`src/rtl/imem_ctrl_pkg.sv`:
```
// Shared defaults, FSM state type and length clamp for the imem program loader.
package imem_ctrl_pkg;

   localparam int unsigned IMEM_AW_DFLT    = 6;
   localparam int unsigned IMEM_DEPTH_DFLT = 64;

   typedef enum logic [2:0] {
      StIdle,
      StLoad,
      StChk,
      StRun,
      StErr
   } state_e;

   function automatic logic [6:0] clamp_len(input logic [6:0] len, input int unsigned depth);
      if (32'(len) > depth) begin
         return 7'(depth);
      end
      return len;
   endfunction

endpackage

```
`src/rtl/imem_load_ctrl_if.sv`:
```
// Loader-side and CPU-side signals of imem_load_ctrl; slave = controller, master = driver.
interface imem_load_ctrl_if
   import imem_ctrl_pkg::*;
#(
   parameter int unsigned IMEM_AW = IMEM_AW_DFLT
) ();

   logic               load_start;
   logic [6:0]         load_len;
   logic [7:0]         rx_data;
   logic               rx_valid;
   logic               rx_ready;
   logic [31:0]        cpu_pc;
   logic [IMEM_AW-1:0] imem_a;
   logic [31:0]        imem_wd;
   logic               imem_we;
   logic               cpu_run;
   logic               busy;
   logic               done;
   logic               err;

   modport master (
      output load_start, load_len, rx_data, rx_valid, cpu_pc,
      input  rx_ready, imem_a, imem_wd, imem_we, cpu_run, busy, done, err
   );

   modport slave (
      input  load_start, load_len, rx_data, rx_valid, cpu_pc,
      output rx_ready, imem_a, imem_wd, imem_we, cpu_run, busy, done, err
   );

endinterface

```
`src/rtl/byte_packer.sv`:
```
// Big-endian byte-to-word assembler; word_vld_o pulses the cycle after the 4th byte lands.
module byte_packer (
   input  logic        clk,
   input  logic        reset_n,
   input  logic        clr_i,
   input  logic [7:0]  byte_i,
   input  logic        byte_vld_i,
   output logic [1:0]  cnt_o,
   output logic [31:0] word_o,
   output logic        word_vld_o
);

   logic [1:0]  cnt_q, cnt_d;
   logic [31:0] word_q, word_d;
   logic        vld_q, vld_d;

   always_comb begin
      cnt_d  = cnt_q;
      word_d = word_q;
      vld_d  = 1'b0;
      if (clr_i) begin
         cnt_d = 2'd0;
      end else if (byte_vld_i) begin
         word_d = {word_q[23:0], byte_i};
         cnt_d  = cnt_q + 2'd1;
         vld_d  = (cnt_q == 2'd3);
      end
   end

   always_ff @(posedge clk or negedge reset_n) begin
      if (!reset_n) begin
         cnt_q  <= 2'd0;
         word_q <= 32'd0;
         vld_q  <= 1'b0;
      end else begin
         cnt_q  <= cnt_d;
         word_q <= word_d;
         vld_q  <= vld_d;
      end
   end

   assign cnt_o      = cnt_q;
   assign word_o     = word_q;
   assign word_vld_o = vld_q;

endmodule

```
`src/rtl/imem_load_ctrl.sv`:
```
// Serial program loader for the instruction memory; holds the CPU until the load completes.
// Define IMEM_CHECKSUM_EN to add a trailing XOR-checksum word check (CHK/ERR states).
module imem_load_ctrl
   import imem_ctrl_pkg::*;
#(
   parameter int unsigned IMEM_AW    = IMEM_AW_DFLT,
   parameter int unsigned IMEM_DEPTH = IMEM_DEPTH_DFLT
) (
   input logic             clk,
   input logic             reset_n,
   imem_load_ctrl_if.slave ctrl_if
);

   state_e             state_q;
   logic [IMEM_AW-1:0] wcnt_q;
   logic [6:0]         len_q;
   logic               rx_ready_q, cpu_run_q, busy_q, done_q;
   logic [1:0]         pk_cnt;
   logic [31:0]        pk_word;
   logic               pk_vld;
   logic               accept, start_ok, last_word;
   logic [6:0]         len_clamped;

   assign accept      = ctrl_if.rx_valid && rx_ready_q;
   assign start_ok    = ctrl_if.load_start &&
                        (state_q == StIdle || state_q == StRun || state_q == StErr);
   assign len_clamped = clamp_len(ctrl_if.load_len, IMEM_DEPTH);
   assign last_word   = (7'(wcnt_q) == len_q - 7'd1);

   byte_packer u_packer (
      .clk       (clk),
      .reset_n   (reset_n),
      .clr_i     (start_ok),
      .byte_i    (ctrl_if.rx_data),
      .byte_vld_i(accept),
      .cnt_o     (pk_cnt),
      .word_o    (pk_word),
      .word_vld_o(pk_vld)
   );

`ifdef IMEM_CHECKSUM_EN
   logic [31:0] csum_q;
   logic        err_q;
`endif

   always_ff @(posedge clk or negedge reset_n) begin
      if (!reset_n) begin
         state_q    <= StIdle;
         wcnt_q     <= '0;
         len_q      <= 7'd0;
         rx_ready_q <= 1'b0;
         cpu_run_q  <= 1'b0;
         busy_q     <= 1'b0;
         done_q     <= 1'b0;
`ifdef IMEM_CHECKSUM_EN
         csum_q     <= 32'd0;
         err_q      <= 1'b0;
`endif
      end else begin
         unique case (state_q)
            StIdle, StRun, StErr: begin
               if (start_ok) begin
                  len_q     <= len_clamped;
                  wcnt_q    <= '0;
                  cpu_run_q <= 1'b0;
                  done_q    <= 1'b0;
`ifdef IMEM_CHECKSUM_EN
                  csum_q    <= 32'd0;
                  err_q     <= 1'b0;
`endif
                  if (len_clamped != 7'd0) begin
                     state_q    <= StLoad;
                     busy_q     <= 1'b1;
                     rx_ready_q <= 1'b1;
                  end else begin
`ifdef IMEM_CHECKSUM_EN
                     state_q    <= StChk;
                     busy_q     <= 1'b1;
                     rx_ready_q <= 1'b1;
`else
                     state_q    <= StRun;
                     cpu_run_q  <= 1'b1;
                     done_q     <= 1'b1;
`endif
                  end
               end
            end
            StLoad: begin
               // Close the byte port one cycle early so nothing lands during the final write.
               if (accept && pk_cnt == 2'd3 && last_word) rx_ready_q <= 1'b0;
               if (pk_vld) begin
`ifdef IMEM_CHECKSUM_EN
                  csum_q <= csum_q ^ pk_word;
`endif
                  if (last_word) begin
`ifdef IMEM_CHECKSUM_EN
                     state_q    <= StChk;
                     rx_ready_q <= 1'b1;
`else
                     state_q    <= StRun;
                     busy_q     <= 1'b0;
                     cpu_run_q  <= 1'b1;
                     done_q     <= 1'b1;
`endif
                  end else begin
                     wcnt_q <= wcnt_q + 1'b1;
                  end
               end
            end
`ifdef IMEM_CHECKSUM_EN
            StChk: begin
               if (accept && pk_cnt == 2'd3) rx_ready_q <= 1'b0;
               if (pk_vld) begin
                  busy_q <= 1'b0;
                  if (pk_word == csum_q) begin
                     state_q   <= StRun;
                     cpu_run_q <= 1'b1;
                     done_q    <= 1'b1;
                  end else begin
                     state_q <= StErr;
                     err_q   <= 1'b1;
                  end
               end
            end
`endif
            default: state_q <= StIdle;
         endcase
      end
   end

   logic unused_pc;
   assign unused_pc = ^{ctrl_if.cpu_pc[31:IMEM_AW+2], ctrl_if.cpu_pc[1:0]};

   assign ctrl_if.rx_ready = rx_ready_q;
   assign ctrl_if.imem_we  = pk_vld && (state_q == StLoad);
   assign ctrl_if.imem_wd  = pk_word;
   assign ctrl_if.imem_a   = (state_q == StRun) ? ctrl_if.cpu_pc[IMEM_AW+1:2] : wcnt_q;
   assign ctrl_if.cpu_run  = cpu_run_q;
   assign ctrl_if.busy     = busy_q;
   assign ctrl_if.done     = done_q;
`ifdef IMEM_CHECKSUM_EN
   assign ctrl_if.err      = err_q;
`else
   assign ctrl_if.err      = 1'b0;
`endif

endmodule
```
`src/flat_wrapper.sv`:
```
// flat-port wrapper written by rule: the top's interface ports become plain ports
module imem_load_ctrl_flat import imem_ctrl_pkg::*;
#(
   parameter int unsigned IMEM_AW    = IMEM_AW_DFLT,
   parameter int unsigned IMEM_DEPTH = IMEM_DEPTH_DFLT
)
  (clk, reset_n, ctrl_if_load_start, ctrl_if_load_len, ctrl_if_rx_data, ctrl_if_rx_valid, ctrl_if_cpu_pc, ctrl_if_rx_ready, ctrl_if_imem_a, ctrl_if_imem_wd, ctrl_if_imem_we, ctrl_if_cpu_run, ctrl_if_busy, ctrl_if_done, ctrl_if_err);
  imem_load_ctrl_if #(.IMEM_AW(IMEM_AW)) ctrl_if_i ();
  input logic clk;
  input logic reset_n;
  input wire logic [$bits(ctrl_if_i.load_start)-1:0] ctrl_if_load_start;
  input wire logic [$bits(ctrl_if_i.load_len)-1:0] ctrl_if_load_len;
  input wire logic [$bits(ctrl_if_i.rx_data)-1:0] ctrl_if_rx_data;
  input wire logic [$bits(ctrl_if_i.rx_valid)-1:0] ctrl_if_rx_valid;
  input wire logic [$bits(ctrl_if_i.cpu_pc)-1:0] ctrl_if_cpu_pc;
  output wire logic [$bits(ctrl_if_i.rx_ready)-1:0] ctrl_if_rx_ready;
  output wire logic [$bits(ctrl_if_i.imem_a)-1:0] ctrl_if_imem_a;
  output wire logic [$bits(ctrl_if_i.imem_wd)-1:0] ctrl_if_imem_wd;
  output wire logic [$bits(ctrl_if_i.imem_we)-1:0] ctrl_if_imem_we;
  output wire logic [$bits(ctrl_if_i.cpu_run)-1:0] ctrl_if_cpu_run;
  output wire logic [$bits(ctrl_if_i.busy)-1:0] ctrl_if_busy;
  output wire logic [$bits(ctrl_if_i.done)-1:0] ctrl_if_done;
  output wire logic [$bits(ctrl_if_i.err)-1:0] ctrl_if_err;
  assign ctrl_if_i.load_start = ctrl_if_load_start;
  assign ctrl_if_i.load_len = ctrl_if_load_len;
  assign ctrl_if_i.rx_data = ctrl_if_rx_data;
  assign ctrl_if_i.rx_valid = ctrl_if_rx_valid;
  assign ctrl_if_i.cpu_pc = ctrl_if_cpu_pc;
  assign ctrl_if_rx_ready = ctrl_if_i.rx_ready;
  assign ctrl_if_imem_a = ctrl_if_i.imem_a;
  assign ctrl_if_imem_wd = ctrl_if_i.imem_wd;
  assign ctrl_if_imem_we = ctrl_if_i.imem_we;
  assign ctrl_if_cpu_run = ctrl_if_i.cpu_run;
  assign ctrl_if_busy = ctrl_if_i.busy;
  assign ctrl_if_done = ctrl_if_i.done;
  assign ctrl_if_err = ctrl_if_i.err;
  imem_load_ctrl #(.IMEM_AW(IMEM_AW), .IMEM_DEPTH(IMEM_DEPTH)) u_core (.clk(clk), .reset_n(reset_n), .ctrl_if(ctrl_if_i));
endmodule
```
`config.mk`:
```
export PLATFORM = sky130hd
export DESIGN_NAME = imem_load_ctrl_flat
export DESIGN_NICKNAME = d
export VERILOG_FILES = /design/src/rtl/imem_ctrl_pkg.sv /design/src/rtl/imem_load_ctrl_if.sv /design/src/rtl/byte_packer.sv /design/src/rtl/imem_load_ctrl.sv /design/src/flat_wrapper.sv
export SDC_FILE = /design/constraint.sdc
export NUM_CORES = 1
export LEC_CHECK = 0
export CAP_MARGIN = 15
export CORE_MARGIN = 2
export CORE_UTILIZATION = 40
export DETAILED_ROUTE_END_ITERATION = 10
export GPL_TIMING_DRIVEN = 0
export PLACE_DENSITY = 0.7
export SYNTH_ARGS = -nofsm -noshare
export SYNTH_HDL_FRONTEND = slang
export SYNTH_SLANG_ARGS = --single-unit
```
`constraint.sdc`:
```
create_clock -name clk -period 5.3 [get_ports clk]
set_clock_uncertainty 0.05 [all_clocks]
set_input_delay 1.06 -clock clk [delete_from_list [all_inputs] [get_ports clk]]
set_output_delay 1.06 -clock clk [all_outputs]
set_load 0.05 [all_outputs]
```
==> flow_metrics.tcl, run 1 <==
set metrics [dict create \
    num_vias 1956 \
    dr.first_iter.drc_count 92 \
    dp_hpwl_mm 4.11 \
    regArea_mm2 0.00133 \
    cts.repair.resized 0 \
    wl_per_cell_um 15.0 \
    rrSetupSlack_ns 2.45 \
    syn_inst 221 \
    htreeDepth 2 \
    clk_latency_ns 0.31 \
    place_inst 366 \
    core_area_mm2 0.00631 \
    hold_depth 1 \
    cts.sinks 53 \
    worst_r2r_endpoint "u_core.state_q[1]" \
    endpoint_kind "primary output" \
    start_kind "flip-flop" \
    status "finished clean" \
    tritoncts "built" \
    r2r_cells 9 \
    grt_pass1_wl_mm 9.61 \
    root_buffer "clkbuf_8" \
    worst-path-max-fanout 10 \
    setup_slack_ns 1.48 \
    leakagePower_nw 1.46 \
    ant_nets 0 \
    synth.ff_latch_count 53 \
    remaining_drc_errors 0 \
    holdWs_ns 0.447 \
    highest_layer "met4" \
    min_from "u_core.ctrl_if.busy" \
    clkTransAtPathRegs_ns 0.10 \
    hold_end "u_core.ctrl_if.busy" \
    grt_usage 0.164 \
    syn_to_final_growth_pct 35.2 \
    crit_slowest_cell "clkdlybuf4s50_1" \
    max_slew_margin 0.485 \
    dpl_cell_area_mm2 0.00338 \
    die_w_um 84.6 \
    setup_viol_count_final 0 \
    required_ns 4.19 \
    ctsHoldBuffers 0 \
    cp_common_cell "clkbuf_1" \
    dieArea_mm2 0.00716 \
    hold_path.class "flip-flop to flip-flop" \
    crit_arrival_ns 2.71 \
    slowest_delay_ns 0.80 \
    multi_input_area_mm2 0.00119 \
    syn_nets 278 \
    port_buffers 67 \
    drt_wl_total_mm 5.59 \
    dieHeight_um 84.6 \
    seq_area_frac_synth 0.510 \
    finish.instance_area_mm2 0.00352 \
    synthesis.area_mm2 0.00260 \
    wirelength_met1_mm 2.51 \
    hold_viol 0 \
    final_util 0.557 \
    yosysTopAreaCell "dfrtp_1" \
    wl_met2_mm 2.55 \
    n_fill_cell 561 \
    drv_slew 0 \
    place.gp.congestion 0.836 \
    grt_pass1_vias 2043 \
    initial_core_util 0.412 \
    p_per_area_mw_per_mm2 704 \
    drive_gt1_frac 0.189 \
    viasPerCell 5.23 \
    antenna_found_initial 0 \
    cp-startpoint "u_core.state_q[1]" \
    crit_path_cell_trace "inv_1 > ha_1 > clkbuf_1 > clkbuf_1 > and2_1 > clkdlybuf4s50_1" \
    grt_setup_unrepaired "false" \
    avgSynthCellArea_um2 11.8 \
    synth_area_leaders "dfrtp_1 (51%), mux2_2 (17%), ha_1 (2.9%)" \
    post_cts_buffers 0 \
    cts_buffers 5 \
    max-cap-violations 0 \
    grt-ovfl-total 0 \
    timing.rr.start "u_core.len_q[0]" \
    synthFlopType "dfrtp_1" \
    irDropWorstVdd_mv 0.454 \
    post-route-min-period_ns 3.82 \
    synth_top_area_share 0.510 \
    fin_tns_setup_ns 0 \
    antenna_cells 0 \
    tightest_slew_ns 0.765 \
    yosys_warnings 0 \
    wl_met3_um 486 \
    grt_max_degree 34 \
    power_mw 2.48 \
    fmax_mhz 262 \
    design.final.nets 353 \
    worstSetupPathType "flip-flop to primary output" \
    place_ws_ns 1.74 \
    synthArstFlopShare 1.00 \
    dr.pass1.iters 4 \
    ios 95 \
    clockBufferDepth 2 \
    post-route-period-util 0.721 \
    row_count 29 \
    synthDistinctLibCells 42 \
    layout.cells.non_filler 374 \
    synth-edff-count 0 \
]
[registers in the layout, indices dropped and copies added, names as in the netlist]
signal                      cells
u_core.state_q                  2
u_core.wcnt_q                   6
u_core.ctrl_if.busy             1
u_core.u_packer.word_vld_o      1
u_core.u_packer.cnt_o           2
u_core.u_packer.word_o         32
u_core.ctrl_if.cpu_run          1
u_core.len_q                    7
u_core.ctrl_if.rx_ready         1
[cells in the final DEF, fill, tap and decap left out, types with 4 or more instances in the layout]
master / count
nand2b_1: 6
inv_1: 6
clkdlybuf4s50_1: 66
a21o_1: 4
o211ai_1: 4
nor2_1: 6
o21ai_0: 8
clkbuf_8: 5
nand2_1: 12
mux2_2: 39
a21oi_1: 5
clkbuf_1: 9
nand3_1: 10
ha_1: 6
or4_1: 5
dfrtp_1: 53
[synthesized netlist by cell type (all sizes together) (3+ instances only)]
master	instances
o21ai	9
ha	6
nand4b	3
inv	6
xnor2	3
nand4	3
nand2b	6
dfrtp	53
buf	3
xor2	3
mux2i	3
o211ai	4
a21o	4
mux2	39
nand2	12
nand3	10
or4	5
clkbuf	10
a21oi	5
nor2	6
[final cells by class]
class,count,share of cell area
multi-input combinational,149,0.339
buffer,13,0.0174
clock inverter,3,0.0185
inverter,6,0.00640
sequential,53,0.377
clock buffer,5,0.0196
timing repair buffer,68,0.195
tap,77,0.0274
[report_power, final]
| group | leakage, nW | internal, mW | switching, mW |
|---|---|---|---|
| logic | 0.762 | 0.556 | 0.873 |
| registers | 0.634 | 0.579 | 0.145 |
| clock network | 0.0681 | 0.188 | 0.137 |
| total | 1.46 | 1.32 | 1.16 |
[critical path, delay by kind of cell, from the launching register on]
kind / cells / cell delay, ns
buf+inv: 4 / 1.60
flops: 1 / 0.43
fa+ha+maj: 1 / 0.17
simple gates: 1 / 0.20
[cell families after synthesis]
| kind of cell | Yosys count | share of synthesized area |
|---|---|---|
| and+or+nand+nor | 58 | 0.131 |
| DFF | 53 | 0.510 |
| muxes | 42 | 0.180 |
| AOI/OAI and AO/OA | 36 | 0.0957 |
| buffers and inverters | 19 | 0.0322 |
| adders and majority gates | 6 | 0.0289 |
| xor gates and xnor gates | 6 | 0.0202 |
| other | 1 | 0.00144 |
[worst max path at each step]
stage                                 end  cells after the start
3_5_place_dp            ctrl_if_imem_a[3]                      3
4_1_cts                   ctrl_if_imem_we                      6
3_3_place_gp   u_core.u_packer.word_o[24]                      1
2_1_floorplan             ctrl_if_imem_we                      5
5_1_grt                   ctrl_if_imem_we                      6
6_report                  ctrl_if_imem_we                      6
[routing by layer]
metal,GRT usage,vias up
met5,0,-
met4,0.0519,0
met3,0.0649,6
met2,0.258,59
met1,0.209,940
li1,-,951
No activity file was read; power rests on OpenSTA's default activity.
==> inputs of run 2 (changes only) <==
==> constraint.sdc (replaced) <==
create_clock -name clk -period 3.98 [get_ports clk]
set_clock_uncertainty 0.05 [all_clocks]
set_input_delay 0.796 -clock clk [delete_from_list [all_inputs] [get_ports clk]]
set_output_delay 0.796 -clock clk [all_outputs]
set_load 0.05 [all_outputs]
==> results of run 2 <==
The final DEF is identical to that of run 1. Status: finished clean.
Main changes from that run: setup slack after placement 1.74 ns -> 0.795 ns; setup slack after layout 1.48 ns -> 0.425 ns; hold slack 0.447 ns -> 0.380 ns; register-to-register setup slack 2.45 ns -> 1.13 ns; total power 2.48 mW -> 3.30 mW; worst IR drop on VDD 0.454 mV -> 0.605 mV
